### src/rtl/hazard_ctrl_pkg.sv
// Shared definitions for the pipeline sequencing controller: RV32I opcodes, FSM state
// encodings and forwarding-select codes used by the EX-stage operand muxes.
package hazard_ctrl_pkg;

   localparam logic [6:0] OpLui    = 7'b0110111;
   localparam logic [6:0] OpAuipc  = 7'b0010111;
   localparam logic [6:0] OpJal    = 7'b1101111;
   localparam logic [6:0] OpJalr   = 7'b1100111;
   localparam logic [6:0] OpBranch = 7'b1100011;
   localparam logic [6:0] OpLoad   = 7'b0000011;
   localparam logic [6:0] OpStore  = 7'b0100011;
   localparam logic [6:0] OpAriI   = 7'b0010011;
   localparam logic [6:0] OpAriR   = 7'b0110011;

   typedef enum logic [1:0] {
      StRun    = 2'd0,
      StLstall = 2'd1,
      StFlush  = 2'd2
   } hz_state_e;

   typedef enum logic [1:0] {
      FwdRf = 2'd0,
      FwdEx = 2'd1,
      FwdWb = 2'd2
   } fwd_sel_e;

   // EX wins over WB; a load still in EX cannot forward (that case stalls instead).
   function automatic logic [1:0] fwd_select(input logic       used,
                                             input logic [4:0] adr,
                                             input logic       ex_wen,
                                             input logic       ex_load,
                                             input logic [4:0] ex_rd,
                                             input logic       wb_wen,
                                             input logic [4:0] wb_rd);
      if (!used || adr == 5'd0) return FwdRf;
      if (ex_wen && !ex_load && adr == ex_rd) return FwdEx;
      if (wb_wen && adr == wb_rd) return FwdWb;
      return FwdRf;
   endfunction

endpackage

### src/rtl/hazard_ctrl_src_use_decode.sv
// Opcode classifier: which source registers an instruction reads, whether it writes rd,
// and whether it is a load.
module src_use_decode
   import hazard_ctrl_pkg::*;
(
   input  logic [6:0] opcode,
   output logic       use_rs1,
   output logic       use_rs2,
   output logic       writes_rd,
   output logic       is_load
);

   // Unknown opcodes are treated conservatively: both sources read, rd written.
   always_comb begin
      use_rs1   = 1'b1;
      use_rs2   = 1'b1;
      writes_rd = 1'b1;
      case (opcode)
         OpLui, OpAuipc, OpJal: begin
            use_rs1 = 1'b0;
            use_rs2 = 1'b0;
         end
         OpJalr, OpLoad, OpAriI: use_rs2 = 1'b0;
         OpBranch, OpStore:      writes_rd = 1'b0;
         default: ;
      endcase
      is_load = (opcode == OpLoad);
   end

endmodule

### src/rtl/hazard_ctrl.sv
// Hazard controller for the 3-stage core: load-use stall, redirect flush, memory freeze and
// operand forwarding selects, all resolved combinationally against the EX/WB scoreboard.
module hazard_ctrl
   import hazard_ctrl_pkg::*;
#(
   parameter int unsigned LOAD_LAT = 1
) (
   input  logic       clk,
   input  logic       rst,
   input  logic       mem_stall,
   input  logic       id_valid,
   input  logic [6:0] id_opcode,
   input  logic [4:0] id_rd,
   input  logic [4:0] id_adr1,
   input  logic [4:0] id_adr2,
   input  logic       ex_redirect,
   output logic       pc_stall,
   output logic       if_id_stall,
   output logic       id_bubble,
   output logic       flush_if_id,
   output logic [1:0] fwd_sel_a,
   output logic [1:0] fwd_sel_b
);

   localparam int unsigned     CntW    = $clog2(LOAD_LAT + 1);
   localparam logic [CntW-1:0] CntInit = CntW'(LOAD_LAT - 1);

   hz_state_e       state_q, state_d;
   logic [CntW-1:0] cnt_q, cnt_d;

   logic       ex_wen_q, ex_load_q, wb_wen_q;
   logic [4:0] ex_rd_q, wb_rd_q;

   logic use_rs1, use_rs2, writes_rd, is_load;
   logic id_wen, hz;

   src_use_decode u_src_use_decode (
      .opcode    (id_opcode),
      .use_rs1   (use_rs1),
      .use_rs2   (use_rs2),
      .writes_rd (writes_rd),
      .is_load   (is_load)
   );

   assign id_wen = id_valid & writes_rd & (id_rd != 5'd0);

   // ex_wen already implies ex_rd != x0, so an unused x0 source can never match here.
   assign hz = id_valid & ex_wen_q & ex_load_q &
               ((use_rs1 & (id_adr1 == ex_rd_q)) | (use_rs2 & (id_adr2 == ex_rd_q)));

   always_comb begin
      state_d     = state_q;
      cnt_d       = cnt_q;
      pc_stall    = 1'b0;
      if_id_stall = 1'b0;
      id_bubble   = 1'b0;
      flush_if_id = 1'b0;
      if (rst) begin
         state_d = StRun;
      end else if (mem_stall) begin
         pc_stall    = 1'b1;
         if_id_stall = 1'b1;
      end else begin
         unique case (state_q)
            StRun: begin
               if (ex_redirect) begin
                  flush_if_id = 1'b1;
                  id_bubble   = 1'b1;
                  state_d     = StFlush;
               end else if (hz) begin
                  pc_stall    = 1'b1;
                  if_id_stall = 1'b1;
                  id_bubble   = 1'b1;
                  cnt_d       = CntInit;
                  state_d     = (CntInit != '0) ? StLstall : StRun;
               end
            end
            StLstall: begin
               if (ex_redirect) begin
                  flush_if_id = 1'b1;
                  id_bubble   = 1'b1;
                  cnt_d       = '0;
                  state_d     = StFlush;
               end else if (cnt_q != '0) begin
                  pc_stall    = 1'b1;
                  if_id_stall = 1'b1;
                  id_bubble   = 1'b1;
                  cnt_d       = cnt_q - CntW'(1);
               end else begin
                  state_d = StRun;
               end
            end
            StFlush: begin
               // Kills the wrong-path word already fetched by the synchronous imem.
               flush_if_id = 1'b1;
               id_bubble   = 1'b1;
               state_d     = ex_redirect ? StFlush : StRun;
            end
            default: state_d = StRun;
         endcase
      end
   end

   always_ff @(posedge clk or posedge rst) begin
      if (rst) begin
         state_q <= StRun;
         cnt_q   <= '0;
      end else begin
         state_q <= state_d;
         cnt_q   <= cnt_d;
      end
   end

   always_ff @(posedge clk or posedge rst) begin
      if (rst) begin
         ex_wen_q  <= 1'b0;
         ex_load_q <= 1'b0;
         ex_rd_q   <= 5'd0;
         wb_wen_q  <= 1'b0;
         wb_rd_q   <= 5'd0;
      end else if (!mem_stall) begin
         wb_wen_q  <= ex_wen_q;
         wb_rd_q   <= ex_rd_q;
         ex_wen_q  <= id_wen & ~id_bubble;
         ex_load_q <= id_valid & is_load & ~id_bubble;
         ex_rd_q   <= id_rd;
      end
   end

   always_comb begin
      fwd_sel_a = FwdRf;
      fwd_sel_b = FwdRf;
      if (!rst) begin
         fwd_sel_a = fwd_select(use_rs1, id_adr1, ex_wen_q, ex_load_q, ex_rd_q, wb_wen_q,
                                wb_rd_q);
         fwd_sel_b = fwd_select(use_rs2, id_adr2, ex_wen_q, ex_load_q, ex_rd_q, wb_wen_q,
                                wb_rd_q);
      end
   end

endmodule

### config.mk
export PLATFORM = sky130hd
export DESIGN_NAME = hazard_ctrl
export DESIGN_NICKNAME = d
export VERILOG_FILES = /design/src/rtl/hazard_ctrl_pkg.sv /design/src/rtl/hazard_ctrl_src_use_decode.sv /design/src/rtl/hazard_ctrl.sv
export SDC_FILE = /design/constraint.sdc
export NUM_CORES = 1
export LEC_CHECK = 0
export CAP_MARGIN = 10
export CORE_MARGIN = 5
export CORE_UTILIZATION = 40
export DETAILED_ROUTE_END_ITERATION = 10
export MAX_ROUTING_LAYER = met4
export PLACE_DENSITY = 0.77
export SLEW_MARGIN = 20
export SYNTH_ARGS = -nofsm -noshare
export SYNTH_HDL_FRONTEND = slang
export SYNTH_SLANG_ARGS = --single-unit
### constraint.sdc
create_clock -name clk -period 1.5 [get_ports clk]
set_input_delay 0.3 -clock clk [delete_from_list [all_inputs] [get_ports clk]]
set_output_delay 0.3 -clock clk [all_outputs]
set_load 0.01 [all_outputs]
### Word-level counts from Yosys, hierarchy flattened

Index checks and enable logic that the tools add are counted.

* equal/unequal tests: 19
* $add $sub $neg: 1
* reduce and logical (&&, ||, !) cells: 19
* muxes and demuxes: 64
* bitwise operators: 14

Operator list (number)
* 2-to-1 mux 2 bit: 21
* 2-to-1 mux 1 bit: 38
* == test 7 bit, second input constant: 3
* == test 5 bit: 4
* == test 7 x 5 -> 1 bit, second input constant: 2
* == test 7 x 6 -> 1 bit, second input constant: 2
* bitwise AND 1 bit: 10
* zero test 5 bit: 2
* inequality test 4 bit, second input constant: 2
* == test 7 x 2 -> 1 bit, second input constant: 1
* inequality test 2 bit, second input constant: 3
* case mux 1 bit (2 select lines): 3
* case mux 2 bit (3 select lines): 1
* OR reduction 6 bit: 1
* logical AND 1 bit: 5
* AND reduction 5 bit: 1
* nonzero test 5 bit: 1
* OR reduction 2 bit: 2
* NOT 1 bit: 3
* case mux 1 bit (3 select lines): 1
* AND reduction 3 bit: 1
* OR reduction 3 bit: 1
* == test 2 x 1 -> 1 bit, second input constant: 1
* == test 2 bit, second input constant: 1
* 6 further kinds: 7

* flip-flop bits (word level): 16
* output and inout port bits: 8
* logic and storage cells: 124

### Logic depth before layout (Yosys ltp)

Gate-level depths: netlist of run 1.

* depth in word-level cells: 14
* mapped depth: 6

### Modules after synthesis

From an unflattened synthesis of run 1, not the netlist that was laid out.

* cells, all modules: 107
* area, all modules: 1012.2 µm²

By module, submodules not included
* hazard_ctrl: seq. area each 350.3 µm², area an instance 933.4 µm², cells each 92, instances 1
* src_use_decode: seq. area each 0.0 µm², area an instance 78.8 µm², cells each 15, instances 1

### Least setup slack after synthesis of run 1

No wires, ideal clock.

* path type: input to output
* start point: input mem_stall
* end point: output pc_stall
* path slack: -0.226 ns
* buffers on the path: 3
* stages: 5
* required time: 1.200 ns
* arrival: 1.426 ns
* path through: clkbuf_1 clkbuf_1 inv_1 a21oi_1 buf_4

* longest elaborated chain between the ends: 2

Ends and longest elaborated chain
* start: declaration: line hazard_ctrl.sv:10 `input logic mem_stall,`
* 2-to-1 mux 1 bit (2 in series)
* end: declaration: line hazard_ctrl.sv:17 `output logic pc_stall,`

Every way passes these cells.

### Worst setup path in the final report of run 1

* start point: register wb_rd_q[2]
* end point: output fwd_sel_b[1]

* longest elaborated chain between the ends: 10
* elaborated cells between the ends (all ways): 11

Ends and longest elaborated chain
* start: declaration: line hazard_ctrl.sv:32 `logic [4:0] ex_rd_q, wb_rd_q;`
* start signal: assignment: line hazard_ctrl.sv:123 `wb_rd_q <= ex_rd_q;`
* == test 5 bit *: line hazard_ctrl_pkg.sv:37 `if (wb_wen && adr == wb_rd) return FwdWb;`
* logical AND 1 bit *: line hazard_ctrl_pkg.sv:37
* 2-to-1 mux 1 bit (2 in series): line hazard_ctrl_pkg.sv:37
* 2-to-1 mux 1 bit: line hazard_ctrl_pkg.sv:36 `if (ex_wen && !ex_load && adr == ex_rd) return FwdEx;`
* 2-to-1 mux 1 bit: line hazard_ctrl.sv:133 `if (!rst) begin`
* 2-to-1 mux 2 bit *: line hazard_ctrl_pkg.sv:38 `return FwdRf;`
* 2-to-1 mux 2 bit *: line hazard_ctrl_pkg.sv:37
* 2-to-1 mux 2 bit *: line hazard_ctrl_pkg.sv:36
* 2-to-1 mux 2 bit *: line hazard_ctrl.sv:133
* end: declaration: line hazard_ctrl.sv:22 `output logic [1:0] fwd_sel_b`

Every way passes the cells marked *; elsewhere a longest branch is shown, timed or not. The select of a mux whose other input is x is not followed.

==> results of run 1 <==
==> Yosys cell counts, drive strengths merged, types with 2 or more instances <==
master,n
a21oi,4
or4,2
xnor2,10
nor2b,3
inv,2
o21ai,3
dfrtp,14
xor2,10
nor3,6
nor2,8
nand3,4
clkbuf,2
nor4,2
nand2,6
mux2,11
and3,4
nand4,3
==> per-layer routing <==
metal / global-route usage [%] / vias up
li1: - / 514
met4: 6.01 / 0
met5: - / -
met1: 24.7 / 574
met2: 36.1 / 57
met3: 2.81 / 20
==> cell type report <==
| type | instances | area, µm² | share of cell area, % |
|---|---|---|---|
| Inverter | 2 | 7.51 | 0.402 |
| Clock buffer | 4 | 36.3 | 1.94 |
| Timing Repair Buffer | 71 | 592 | 31.7 |
| Tap cell | 30 | 37.5 | 2.01 |
| Multi-Input combinational cell | 85 | 838 | 44.8 |
| Sequential cell | 14 | 358 | 19.1 |
==> where the power goes <==
part	switching, µW	internal [µW]	total (µW)
combinational	224	284	508
clock	110	147	258
sequential	57.3	423	480
total	391	854	1250
==> cells by family (layout without fill, tap and decap cells) <==
family / count (synthesis) / in the layout / share of synthesized area, %
flops: 14 / 14 / 35.2
mux: 12 / 12 / 13.5
simple gates: 42 / 42 / 24.0
xor+xnor: 20 / 20 / 17.6
compound gates: 11 / 11 / 7.42
buf+inv: 5 / 77 / 2.26
==> through the flow <==
| stage | utilization [%] | TNS [ps] |
|---|---|---|
| after detailed placement | 63.1 | -9670 |
| after global routing | 76.9 | -4030 |
| after floorplan | - | -300 |
| final | 76.9 | -3380 |
| after global placement | 63.1 | -8980 |
| after CTS | 70.5 | -3250 |
==> state kept, by name (all words and copies together) (netlist names) <==
| name | flops |
|---|---|
| ex_rd_q | 5 |
| wb_rd_q | 5 |
| ex_load_q | 1 |
| ex_wen_q | 1 |
| state_q | 1 |
| wb_wen_q | 1 |
==> cell usage in the layout (no fill, tap or decap), types with 3 or more instances in the layout <==
| cell | instances |
|---|---|
| xor2_1 | 6 |
| nor2b_1 | 3 |
| dfrtp_1 | 8 |
| and3_1 | 3 |
| buf_4 | 30 |
| dfrtp_2 | 6 |
| buf_2 | 10 |
| dlygate4sd2_1 | 10 |
| mux2_2 | 11 |
| buf_6 | 12 |
| nand2_1 | 5 |
| xnor2_2 | 7 |
| nor2_1 | 4 |
| o21ai_2 | 3 |
| nand4_1 | 3 |
| clkbuf_4 | 3 |
| xnor2_1 | 3 |
| nor3_4 | 3 |
| clkdlybuf4s50_1 | 6 |
| xor2_2 | 4 |
==> timing repair <==
item / CTS / global route
pin swaps: 22 / 21
setup endpoints to repair: 10 / 9
endpoints found under the hold margin: 0 / 0
gates cloned: 0 / 0
gates resized for setup: 104 / 28
buffers inserted: 12 / 3
==> worst paths after layout <==
kind / slack, ps / to
setup / recovery: -490 / fwd_sel_b[1]
hold / removal: 410 / wb_rd_q[0]
setup reg to reg: -90 / ex_wen_q
hold reg to reg: 520 / wb_wen_q
max in group asynchronous: 890 / wb_rd_q[2]
min in group clk: 410 / ex_load_q
==> tightest hold or removal path, stage by stage <==
cell           delay [ps]
dlygate4sd2_1         290
buf_4                 170
inv_1                  80
buf_4                 220
==> load_flow_metrics.sql, run 1 <==
INSERT INTO impl_metrics (metric_group, metric, value, unit) VALUES
('yosys', 'yosys.cell_types.count', '30', ''),
('pwr', 'ir_drop', '0.663', 'mV'),
('critical_path', 'critical_path_cell_count', '5', ''),
('global_route', 'grt_util_all_layers', '20.7', '%'),
('clock_network', 'cts-hold-fix-buffers', '0', ''),
('clock_network', 'cts-htree-levels', '1', ''),
('yosys', 'synth_area_leaders', 'dfrtp_1 35%, mux2_2 12%, xnor2_1 8.8%', ''),
('clock_network', 'cts_tree', 'done', ''),
('detailed_routing', 'met3_wirelength', '223', 'µm'),
('floorplanning', 'die_area', '3580', 'µm²'),
('pwr', 'power.density', '666', 'nW/µm²'),
('floorplanning', 'core_region_area', '2430', 'µm²'),
('pwr', 'fin_total_pwr', '1250', 'µW'),
('clock_network', 'clock_sinks', '14', ''),
('final_layout', 'number_of_non_filler_instances_in_the_completed_layout', '206', ''),
('critical_path', 'worst_r2r_path_depth', '6', ''),
('detailed_routing', 'postRouteAntennaNets', '0', ''),
('yosys', 'postSynth.topFlopCell', 'dfrtp_1', ''),
('place', 'post-place-ws', '-1120', 'ps'),
('floorplanning', 'die-height', '59.9', 'µm'),
('detailed_routing', 'top_signal_layer_used', 'met4', ''),
('place', 'place.gp.congestion', '0.864', ''),
('yosys', 'synth_area', '995', 'µm²'),
('sta', 'report.final.setup_viol', '9', ''),
('global_route', 'largest_net_degree_at_the_start_of_global_routing', '15', ''),
('final_layout', 'layout-drive-gt1-share', '61.4', '%'),
('yosys', 'synthDominantAreaCellType', 'dfrtp_1', ''),
('yosys', 'post_synth.cell_area_avg', '9.56', 'µm²'),
('run_status', 'failed_checks', 'negative setup slack', ''),
('clock_network', 'clk_transition_reported_paths', '90', 'ps'),
('yosys', 'proportion_of_register_bits_with_asynchronous_set_or_reset_after_synthesis', '100', '%'),
('critical_path', 'cp_data_required_time', '1200', 'ps'),
('final_layout', 'area.growth.synth_to_final', '87.9', '%'),
('sta', 'worst-slew-pin-transition', '353', 'ps'),
('critical_path', 'worst_setup_path_startpoint', 'wb_rd_q[2]', ''),
('detailed_routing', 'routed_wire_length_per_instance', '20.1', 'µm'),
('sta', 'final_hold_viol_count', '0', ''),
('critical_path', 'crit_family', 'simple AND/OR/NAND/NOR gates', ''),
('floorplanning', 'start_util', '40.9', '%'),
('detailed_routing', 'totalWireLength', '4.14', 'mm'),
('yosys', 'synthesis.nets', '131', ''),
('global_route', 'grt_pass1_wl', '5.42', 'mm'),
('critical_path', 'timing.critical_path.fanout_max', '3', ''),
('pwr', 'power_leakage', '0.000842', 'µW'),
('critical_path', 'worst-setup-path-type', 'reg -> out', ''),
('sta', 'drv_slew', '0', ''),
('critical_path', 'timing.critical_path.slowest_cell_delay', '460', 'ps'),
('yosys', 'yosysTopAreaCellShare', '35.2', '%'),
('place', 'dp.final_hpwl', '2.39', 'mm'),
('sta', 'timing.final.ws_setup', '-494', 'ps'),
('sta', 'period_share', '133', '%'),
('critical_path', 'cp_slowest_cell', 'dfrtp_2', ''),
('critical_path', 'critical_path.endpoint_type', 'output port', ''),
('job', 'drv.max_cap_violation_count', '0', ''),
('place', 'numPlacedInstances', '188', ''),
('sta', 'min_period', '1990', 'ps'),
('detailed_routing', 'dr_total_vias', '1165', ''),
('sta', 'worst_hold_slack', '411', 'ps'),
('detailed_routing', 'route.met2.wl', '2.13', 'mm'),
('yosys', 'synth-seq-cells', '14', ''),
('sta', 'clock.fmax', '501', 'MHz'),
('critical_path', 'sum_of_buffers_and_inverters_on_the_critical_path', '1', ''),
('detailed_routing', 'met1Wirelength', '1.62', 'mm'),
('critical_path', 'worstPathArrival', '1690', 'ps'),
('sta', 'slew_headroom', '76.3', '%'),
('critical_path', 'start_kind', 'register', ''),
('clock_network', 'cts_made_buffers', '3', ''),
('critical_path', 'cp_cell_sequence', 'xor2_2 > nor4_2 > and3_1 > and3_1 > buf_2', ''),
('floorplanning', 'number_of_top_level_design_ports', '35', ''),
('clock_network', 'clock_latency', '270', 'ps'),
('run_status', 'status', 'complete, but fails checks', '');
Note: power is estimated with default switching activity, not from simulation.
==> run 2: changes to the inputs <==
--- a/config.mk
+++ b/config.mk
@@ -5,12 +5,13 @@
 export SDC_FILE = /design/constraint.sdc
 export NUM_CORES = 1
 export LEC_CHECK = 0
+export ABC_AREA = 1
 export CAP_MARGIN = 10
 export CORE_MARGIN = 5
-export CORE_UTILIZATION = 40
+export CORE_UTILIZATION = 41
 export DETAILED_ROUTE_END_ITERATION = 10
 export MAX_ROUTING_LAYER = met4
-export PLACE_DENSITY = 0.77
+export PLACE_DENSITY = 0.78
 export SLEW_MARGIN = 20
 export SYNTH_ARGS = -nofsm -noshare
 export SYNTH_HDL_FRONTEND = slang
==> load_flow_metrics.sql, run 2 <==
INSERT INTO impl_metrics (metric_group, metric, value, unit) VALUES
('pwr', 'cellInternalPower', '728', 'µW'),
('clock_network', 'cts-htree-levels', '1', ''),
('critical_path', 'start_kind', 'primary input', ''),
('place', 'dp.final_hpwl', '2.67', 'mm'),
('clock_network', 'cts_tree', 'done', ''),
('yosys', 'synth-seq-cells', '14', ''),
('yosys', 'synth-warning-count', '0', ''),
('yosys', 'synth_area', '1060', 'µm²'),
('yosys', 'synth.top_cells.by_count', '44 x nand2_1, 17 x inv_1, 14 x dfrtp_1', ''),
('yosys', 'synthDominantAreaCellType', 'dfrtp_1', ''),
('final_layout', 'layout.cells.most_common_list', '36 x nand2_1, 34 x buf_4, 14 x dfrtp_1, 14 x dlygate4sd2_1', ''),
('place', 'portBuffers', '34', ''),
('critical_path', 'cp_data_required_time', '1200', 'ps'),
('sta', 'slew_headroom', '75.3', '%'),
('final_layout', 'final_area', '1780', 'µm²'),
('detailed_routing', 'totalWireLength', '3.53', 'mm'),
('run_status', 'failed_checks', 'negative setup slack', ''),
('floorplanning', 'number_of_top_level_design_ports', '35', ''),
('yosys', 'postSynth.topFlopCell', 'dfrtp_1', ''),
('floorplanning', 'die_width', '60.8', 'µm'),
('job', 'drv.max_cap_violation_count', '0', ''),
('detailed_routing', 'drc_violations_left', '0', ''),
('pwr', 'logic_gate_share_of_total_power', '38.0', '%'),
('final_layout', 'n_antenna_cell', '0', ''),
('final_layout', 'layout_top_registers', 'ex_rd_q (5), wb_rd_q (5)', ''),
('clock_network', 'clock_latency', '290', 'ps'),
('pwr', 'p_sw_share', '32.6', '%'),
('global_route', 'vias_in_the_first_global_route', '1270', ''),
('sta', 'drv_slew', '0', ''),
('sta', 'clock.fmax', '511', 'MHz'),
('detailed_routing', 'dr_total_vias', '1259', ''),
('global_route', 'number_of_antenna_violations_at_the_first_check_in_global_routing', '0', ''),
('place', 'post-place-ws', '-1030', 'ps'),
('sta', 'min_period', '1960', 'ps'),
('critical_path', 'critical_path.endpoint_type', 'output port', ''),
('floorplanning', 'die-height', '60.8', 'µm'),
('critical_path', 'worst-setup-path-type', 'in -> out', ''),
('yosys', 'yosysTopAreaCellShare', '33.1', '%'),
('detailed_routing', 'detail_route.first_pass.iterations', '4', ''),
('clock_network', 'cts-hold-fix-buffers', '0', ''),
('place', 'numPlacedInstances', '239', ''),
('sta', 'clock_skew', '7.42', 'ps'),
('critical_path', 'worstPathArrival', '1660', 'ps'),
('final_layout', 'layout_commonest_cell', 'nand2_1', ''),
('critical_path', 'timing.critical_path.fanout_max', '4', ''),
('pwr', 'power.switching', '352', 'µW'),
('clock_network', 'clock-root-buffer', 'clkbuf_4', ''),
('sta', 'finalSetupTns', '-3070', 'ps'),
('global_route', 'grt_pass1_wl', '5.44', 'mm'),
('yosys', 'proportion_of_register_bits_with_asynchronous_set_or_reset_after_synthesis', '100', '%'),
('final_layout', 'finalNetCount', '248', ''),
('yosys', 'synth.yosys.seq_area_share', '33.1', '%'),
('yosys', 'synth-edff-count', '0', ''),
('yosys', 'post_synth.cell_area_avg', '7.06', 'µm²'),
('place', 'placed_area', '1650', 'µm²'),
('hold_path', 'min-delay-path-class', 'in -> async', ''),
('floorplanning', 'die_area', '3700', 'µm²'),
('global_route', 'global_route.overflow_total', '0', ''),
('sta', 'report.final.setup_viol', '8', ''),
('clock_network', 'cts_made_buffers', '3', ''),
('global_route', 'grt_util_all_layers', '20.5', '%'),
('floorplanning', 'start_util', '42.7', '%'),
('final_layout', 'number_of_non_filler_instances_in_the_completed_layout', '249', ''),
('clock_network', 'clk_transition_reported_paths', '80', 'ps'),
('yosys', 'yosys.cell_types.count', '26', ''),
('final_layout', 'area.growth.synth_to_final', '68.4', '%'),
('pwr', 'ir_drop', '0.471', 'mV'),
('clock_network', 'clock_sinks', '14', ''),
('floorplanning', 'core.rowCount', '18', ''),
('detailed_routing', 'drt-initial-drc-count', '42', ''),
('pwr', 'pwr-share-seq', '42.1', '%'),
('sta', 'timing.final.ws_setup', '-458', 'ps'),
('global_route', 'largest_net_degree_at_the_start_of_global_routing', '16', ''),
('clock_network', 'clock_tree.buffer_depth', '2', ''),
('sta', 'period_share', '131', '%'),
('final_layout', 'finish.utilization', '72.0', '%'),
('yosys', 'netlist_instances', '150', ''),
('detailed_routing', 'drt-vias-per-instance', '5.06', ''),
('sta', 'final_hold_viol_count', '0', ''),
('pwr', 'power.density', '606', 'nW/µm²'),
('place', 'place.gp.congestion', '0.862', ''),
('detailed_routing', 'postRouteAntennaNets', '0', ''),
('pwr', 'power_leakage', '0.000903', 'µW'),
('yosys', 'synthesis.nets', '177', ''),
('final_layout', 'layout-drive-gt1-share', '40.6', '%'),
('sta', 'worst-slew-pin-transition', '366', 'ps'),
('run_status', 'status', 'complete, but fails checks', ''),
('yosys', 'synth_area_leaders', 'dfrtp_1 33%, nand2_1 16%, xnor2_1 9.1%', ''),
('yosys', 'yosysMostFrequentCell', 'nand2_1', ''),
('floorplanning', 'core_region_area', '2480', 'µm²'),
('sta', 'rsz0062_at_grt', 'yes', ''),
('detailed_routing', 'routed_wire_length_per_instance', '14.2', 'µm'),
('pwr', 'clock_power_share', '19.9', '%');
## run 2: changes by cell type after synthesis, sizes merged, moves of 3 or more
cell   delta
o21ai     +4
nand3     +3
xor2      -4
nand2    +41
nand4     +4
nor2      +6
and3      -4
mux2     -11
nor2b     -3
inv      +16
## run 2: metal layers
layer / routed length, µm / track usage (%) / vias up
li1: - / - / 620
met1: 1380 / 22.8 / 586
met2: 1840 / 35.9 / 42
met3: 187 / 2.55 / 11
met4: 125 / 10.2 / 0
met5: 0 / - / -
## run 2: worst max-delay path, cell delays in order
cell and delay (ps):
clkdlybuf4s50_1 390, nand2_1 80, inv_2 60, nand2_2 70, nor2_2 40, nor2_2 150, nand3_2 100, nand2_2 100
nand3_2 90, a21oi_4 150, buf_6 120
## run 2: kinds of logic (layout without fill, tap and decap cells)
| family | count (synthesis) | in the layout | synth area share (%) |
|---|---|---|---|
| DFF | 14 | 14 | 33.1 |
| buffers and inverters | 22 | 91 | 8.27 |
| xor gates and xnor gates | 17 | 17 | 14.1 |
| AOI/OAI and AO/OA | 11 | 11 | 6.26 |
| and+or+nand+nor | 86 | 86 | 38.3 |
## run 2: path summary, 6_finish.rpt
path	start	cells past startpoint	endpoint	slack, ps
worst min register to register	ex_load_q	2	ex_load_q	540
min in group clk	ex_redirect	3	state_q[1]	370
worst max-delay path	id_opcode[0]	11	pc_stall	-460
worst min-delay path	rst	3	ex_rd_q[2]	230
worst max register to register	ex_rd_q[1]	11	ex_wen_q	-20
max in group asynchronous	rst	3	ex_rd_q[0]	1090
## run 2: power by group through the flow
stage	clock network [µW]	registers, µW	logic (µW)
3_3_place_gp	0	454	359
2_1_floorplan	0	449	167
3_5_place_dp	0	457	373
5_1_grt	232	458	447
4_1_cts	223	449	383
6_report	215	454	411
## run 2: final cells by class
class / instances / area [µm²]
timing repair buffer: 70 / 582
multi-input combinational: 114 / 723
clock buffer: 3 / 22.5
sequential: 14 / 350
tap: 30 / 37.5
inverter: 18 / 67.6
fill: 190 / 694
## run 2: metrics by stage
step / power (µW) / hold WS [ps]
final: 1080 / 229
after global routing: 1140 / 261
after CTS: 1060 / 223
after detailed placement: 830 / 504
after global placement: 813 / 498
after floorplan: 616 / 205
## run 2: what timing repair did
item | CTS | global route
setup buffers | 5 | 2
gates resized for setup | 62 | 18
cloned | 0 | 0
pin swaps | 15 | 11
setup endpoints to repair | 10 | 10
hold endpoints to repair | 0 | 0
==> run 3: changes to the inputs <==
--- a/config.mk
+++ b/config.mk
@@ -6,12 +6,13 @@
 export NUM_CORES = 1
 export LEC_CHECK = 0
 export ABC_AREA = 1
+export ABC_CLOCK_PERIOD_IN_PS = 1500
 export CAP_MARGIN = 10
 export CORE_MARGIN = 5
-export CORE_UTILIZATION = 41
+export CORE_UTILIZATION = 40
 export DETAILED_ROUTE_END_ITERATION = 10
 export MAX_ROUTING_LAYER = met4
-export PLACE_DENSITY = 0.78
+export PLACE_DENSITY = 0.76
 export SLEW_MARGIN = 20
 export SYNTH_ARGS = -nofsm -noshare
 export SYNTH_HDL_FRONTEND = slang
==> load_flow_metrics.sql, run 3 (synthesized netlist as in run 2, its figures left out) <==
INSERT INTO impl_metrics (metric_group, metric, value, unit) VALUES
('clock_network', 'cts-htree-levels', '1', ''),
('critical_path', 'crit_family', 'simple AND/OR/NAND/NOR gates', ''),
('detailed_routing', 'detail_route.first_pass.iterations', '4', ''),
('clock_network', 'cts-hold-fix-buffers', '0', ''),
('pwr', 'power.density', '634', 'nW/µm²'),
('sta', 'timing.final.ws_setup', '-450', 'ps'),
('global_route', 'largest_net_degree_at_the_start_of_global_routing', '16', ''),
('hold_path', 'min-delay-path-class', 'in -> async', ''),
('floorplanning', 'start_util', '42.3', '%'),
('floorplanning', 'die_width', '61.4', 'µm'),
('sta', 'period_share', '130', '%'),
('clock_network', 'cts_tree', 'done', ''),
('pwr', 'pwr-share-seq', '40.3', '%'),
('critical_path', 'cp_cell_sequence', 'xnor2_1 > nand2_1 > nor2_2 > buf_4 > nand4_1 > nor3b_2 > buf_2', ''),
('pwr', 'p_sw_share', '30.8', '%'),
('floorplanning', 'die_area', '3770', 'µm²'),
('detailed_routing', 'drt-vias-per-instance', '4.88', ''),
('job', 'drv.max_cap_violation_count', '0', ''),
('place', 'place.gp.congestion', '0.828', ''),
('critical_path', 'timing.critical_path.slowest_cell_delay', '430', 'ps'),
('sta', 'slew_headroom', '76.6', '%'),
('critical_path', 'critical_path_cell_count', '7', ''),
('critical_path', 'rr_startpoint', 'ex_rd_q[0]', ''),
('floorplanning', 'core.rowCount', '18', ''),
('critical_path', 'worstPathArrival', '1650', 'ps'),
('critical_path', 'cp_data_required_time', '1200', 'ps'),
('place', 'numPlacedInstances', '242', ''),
('place', 'placed_area', '1670', 'µm²'),
('place', 'post-place-ws', '-953', 'ps'),
('sta', 'clock.fmax', '513', 'MHz'),
('place', 'dp.final_hpwl', '2.69', 'mm'),
('final_layout', 'n_antenna_cell', '0', ''),
('final_layout', 'number_of_non_filler_instances_in_the_completed_layout', '250', ''),
('final_layout', 'area.growth.synth_to_final', '67.6', '%'),
('sta', 'min_period', '1950', 'ps'),
('detailed_routing', 'dr_total_vias', '1219', ''),
('final_layout', 'layout_top_registers', 'ex_rd_q (5), wb_rd_q (5)', ''),
('global_route', 'number_of_antenna_violations_at_the_first_check_in_global_routing', '0', ''),
('sta', 'final_hold_viol_count', '0', ''),
('pwr', 'logic_gate_share_of_total_power', '35.7', '%'),
('critical_path', 'critical_path.endpoint_type', 'output port', ''),
('global_route', 'global_route.overflow_total', '0', ''),
('critical_path', 'cp_slowest_cell', 'dfrtp_1', ''),
('global_route', 'vias_in_the_first_global_route', '1241', ''),
('detailed_routing', 'totalWireLength', '3.26', 'mm'),
('clock_network', 'clk_transition_reported_paths', '90', 'ps'),
('clock_network', 'clock_tree.buffer_depth', '2', ''),
('critical_path', 'worst-setup-path-type', 'reg -> out', ''),
('clock_network', 'clock_sinks', '14', ''),
('final_layout', 'layout-drive-gt1-share', '38.2', '%'),
('run_status', 'failed_checks', 'negative setup slack', ''),
('sta', 'finalSetupTns', '-2900', 'ps'),
('sta', 'drv_slew', '0', ''),
('detailed_routing', 'drt-initial-drc-count', '48', ''),
('clock_network', 'clock_latency', '280', 'ps'),
('detailed_routing', 'routed_wire_length_per_instance', '13.0', 'µm'),
('sta', 'worst-slew-pin-transition', '348', 'ps'),
('pwr', 'power.switching', '347', 'µW'),
('sta', 'report.final.setup_viol', '7', ''),
('detailed_routing', 'drc_violations_left', '0', ''),
('final_layout', 'layout.filler_cells', '210', ''),
('critical_path', 'worst_r2r_path_depth', '11', ''),
('global_route', 'grt_pass1_wl', '5.23', 'mm'),
('sta', 'clock_skew', '4.01', 'ps'),
('critical_path', 'start_kind', 'register', ''),
('final_layout', 'layout.cells.most_common_list', '41 x nand2_1, 35 x buf_4, 14 x dlygate4sd2_1', ''),
('floorplanning', 'die-height', '61.4', 'µm'),
('pwr', 'power_leakage', '0.000916', 'µW'),
('final_layout', 'layout_commonest_cell', 'nand2_1', ''),
('run_status', 'status', 'complete, but fails checks', ''),
('critical_path', 'regToRegEndpoint', 'ex_wen_q', ''),
('pwr', 'clock_power_share', '24.0', '%'),
('final_layout', 'final_area', '1770', 'µm²'),
('critical_path', 'sum_of_buffers_and_inverters_on_the_critical_path', '2', ''),
('critical_path', 'timing.reg2reg.setup_slack', '30', 'ps'),
('final_layout', 'finalNetCount', '248', ''),
('clock_network', 'cts_made_buffers', '3', ''),
('sta', 'worst_hold_slack', '378', 'ps'),
('clock_network', 'clock-root-buffer', 'clkbuf_4', ''),
('floorplanning', 'number_of_top_level_design_ports', '35', ''),
('place', 'portBuffers', '34', ''),
('detailed_routing', 'postRouteAntennaNets', '0', ''),
('critical_path', 'timing.critical_path.fanout_max', '3', ''),
('floorplanning', 'core_region_area', '2500', 'µm²'),
('sta', 'rsz0062_at_grt', 'yes', ''),
('pwr', 'cellInternalPower', '779', 'µW'),
('pwr', 'ir_drop', '0.554', 'mV'),
('global_route', 'grt_util_all_layers', '19.0', '%');
==> run 3: cell count changes in the layout (fill, tap and decap cells not counted), sizes merged <==
cell / change
clkbuf: +1
dlymetal6s2s: +2
clkdlybuf4s50: -2
==> run 3: per-stage QoR <==
step | utilization [%] | total power, µW
global route | 71.0 | 1180
detailed placement | 66.9 | 845
finish | 71.0 | 1130
CTS | 68.8 | 1100
global placement | 66.9 | 828
floorplan | - | 616
==> run 3: worst max-delay path by stage <==
stage / from / end / slack (ps)
4_1_cts: ex_rd_q[0] / pc_stall / -470
3_3_place_gp: id_adr2[1] / if_id_stall / -920
2_1_floorplan: ex_rd_q[4] / pc_stall / -50
5_1_grt: ex_rd_q[0] / fwd_sel_b[1] / -510
3_5_place_dp: id_opcode[4] / if_id_stall / -950
6_report: ex_rd_q[0] / fwd_sel_b[1] / -450
==> run 3: per-layer routing <==
metal	global-route usage [%]	share of wire, %	up-vias
met5	-	0	-
met4	4.55	1.3	0
met3	1.47	4.5	6
met2	35.6	52	37
met1	21.7	43	553
li1	-	-	623
==> run 3: worst reg2reg max path: cells and delay by family (launching register included) <==
| family | cells | cell delay, ps |
|---|---|---|
| XOR/XNOR | 1 | 190 |
| AND/OR/NAND/NOR | 9 | 630 |
| flip-flops | 1 | 430 |
| buffers and inverters | 1 | 120 |
==> run 3: what timing repair did <==
action,CTS,global route
gates resized for setup,63,12
buffers inserted,2,3
setup endpoints to repair,10,10
pin swaps,13,6
gates cloned,0,0
==> run 3: final cells by class <==
cell class | count | area (µm²) | area share (%)
Inverter | 18 | 67.6 | 3.81
Tap cell | 30 | 37.5 | 2.12
Sequential cell | 14 | 352 | 19.8
Timing Repair Buffer | 70 | 583 | 32.9
Multi-Input combinational cell | 114 | 698 | 39.4
Clock buffer | 4 | 36.3 | 2.05
==> run 3: power by group through the flow <==
stage | Sequential (µW) | Combinational (µW) | Clock [µW]
final | 454 | 402 | 270
after global routing | 458 | 436 | 286
after global placement | 453 | 375 | 0
after floorplan | 449 | 167 | 0
after CTS | 451 | 382 | 270
after detailed placement | 458 | 386 | 0
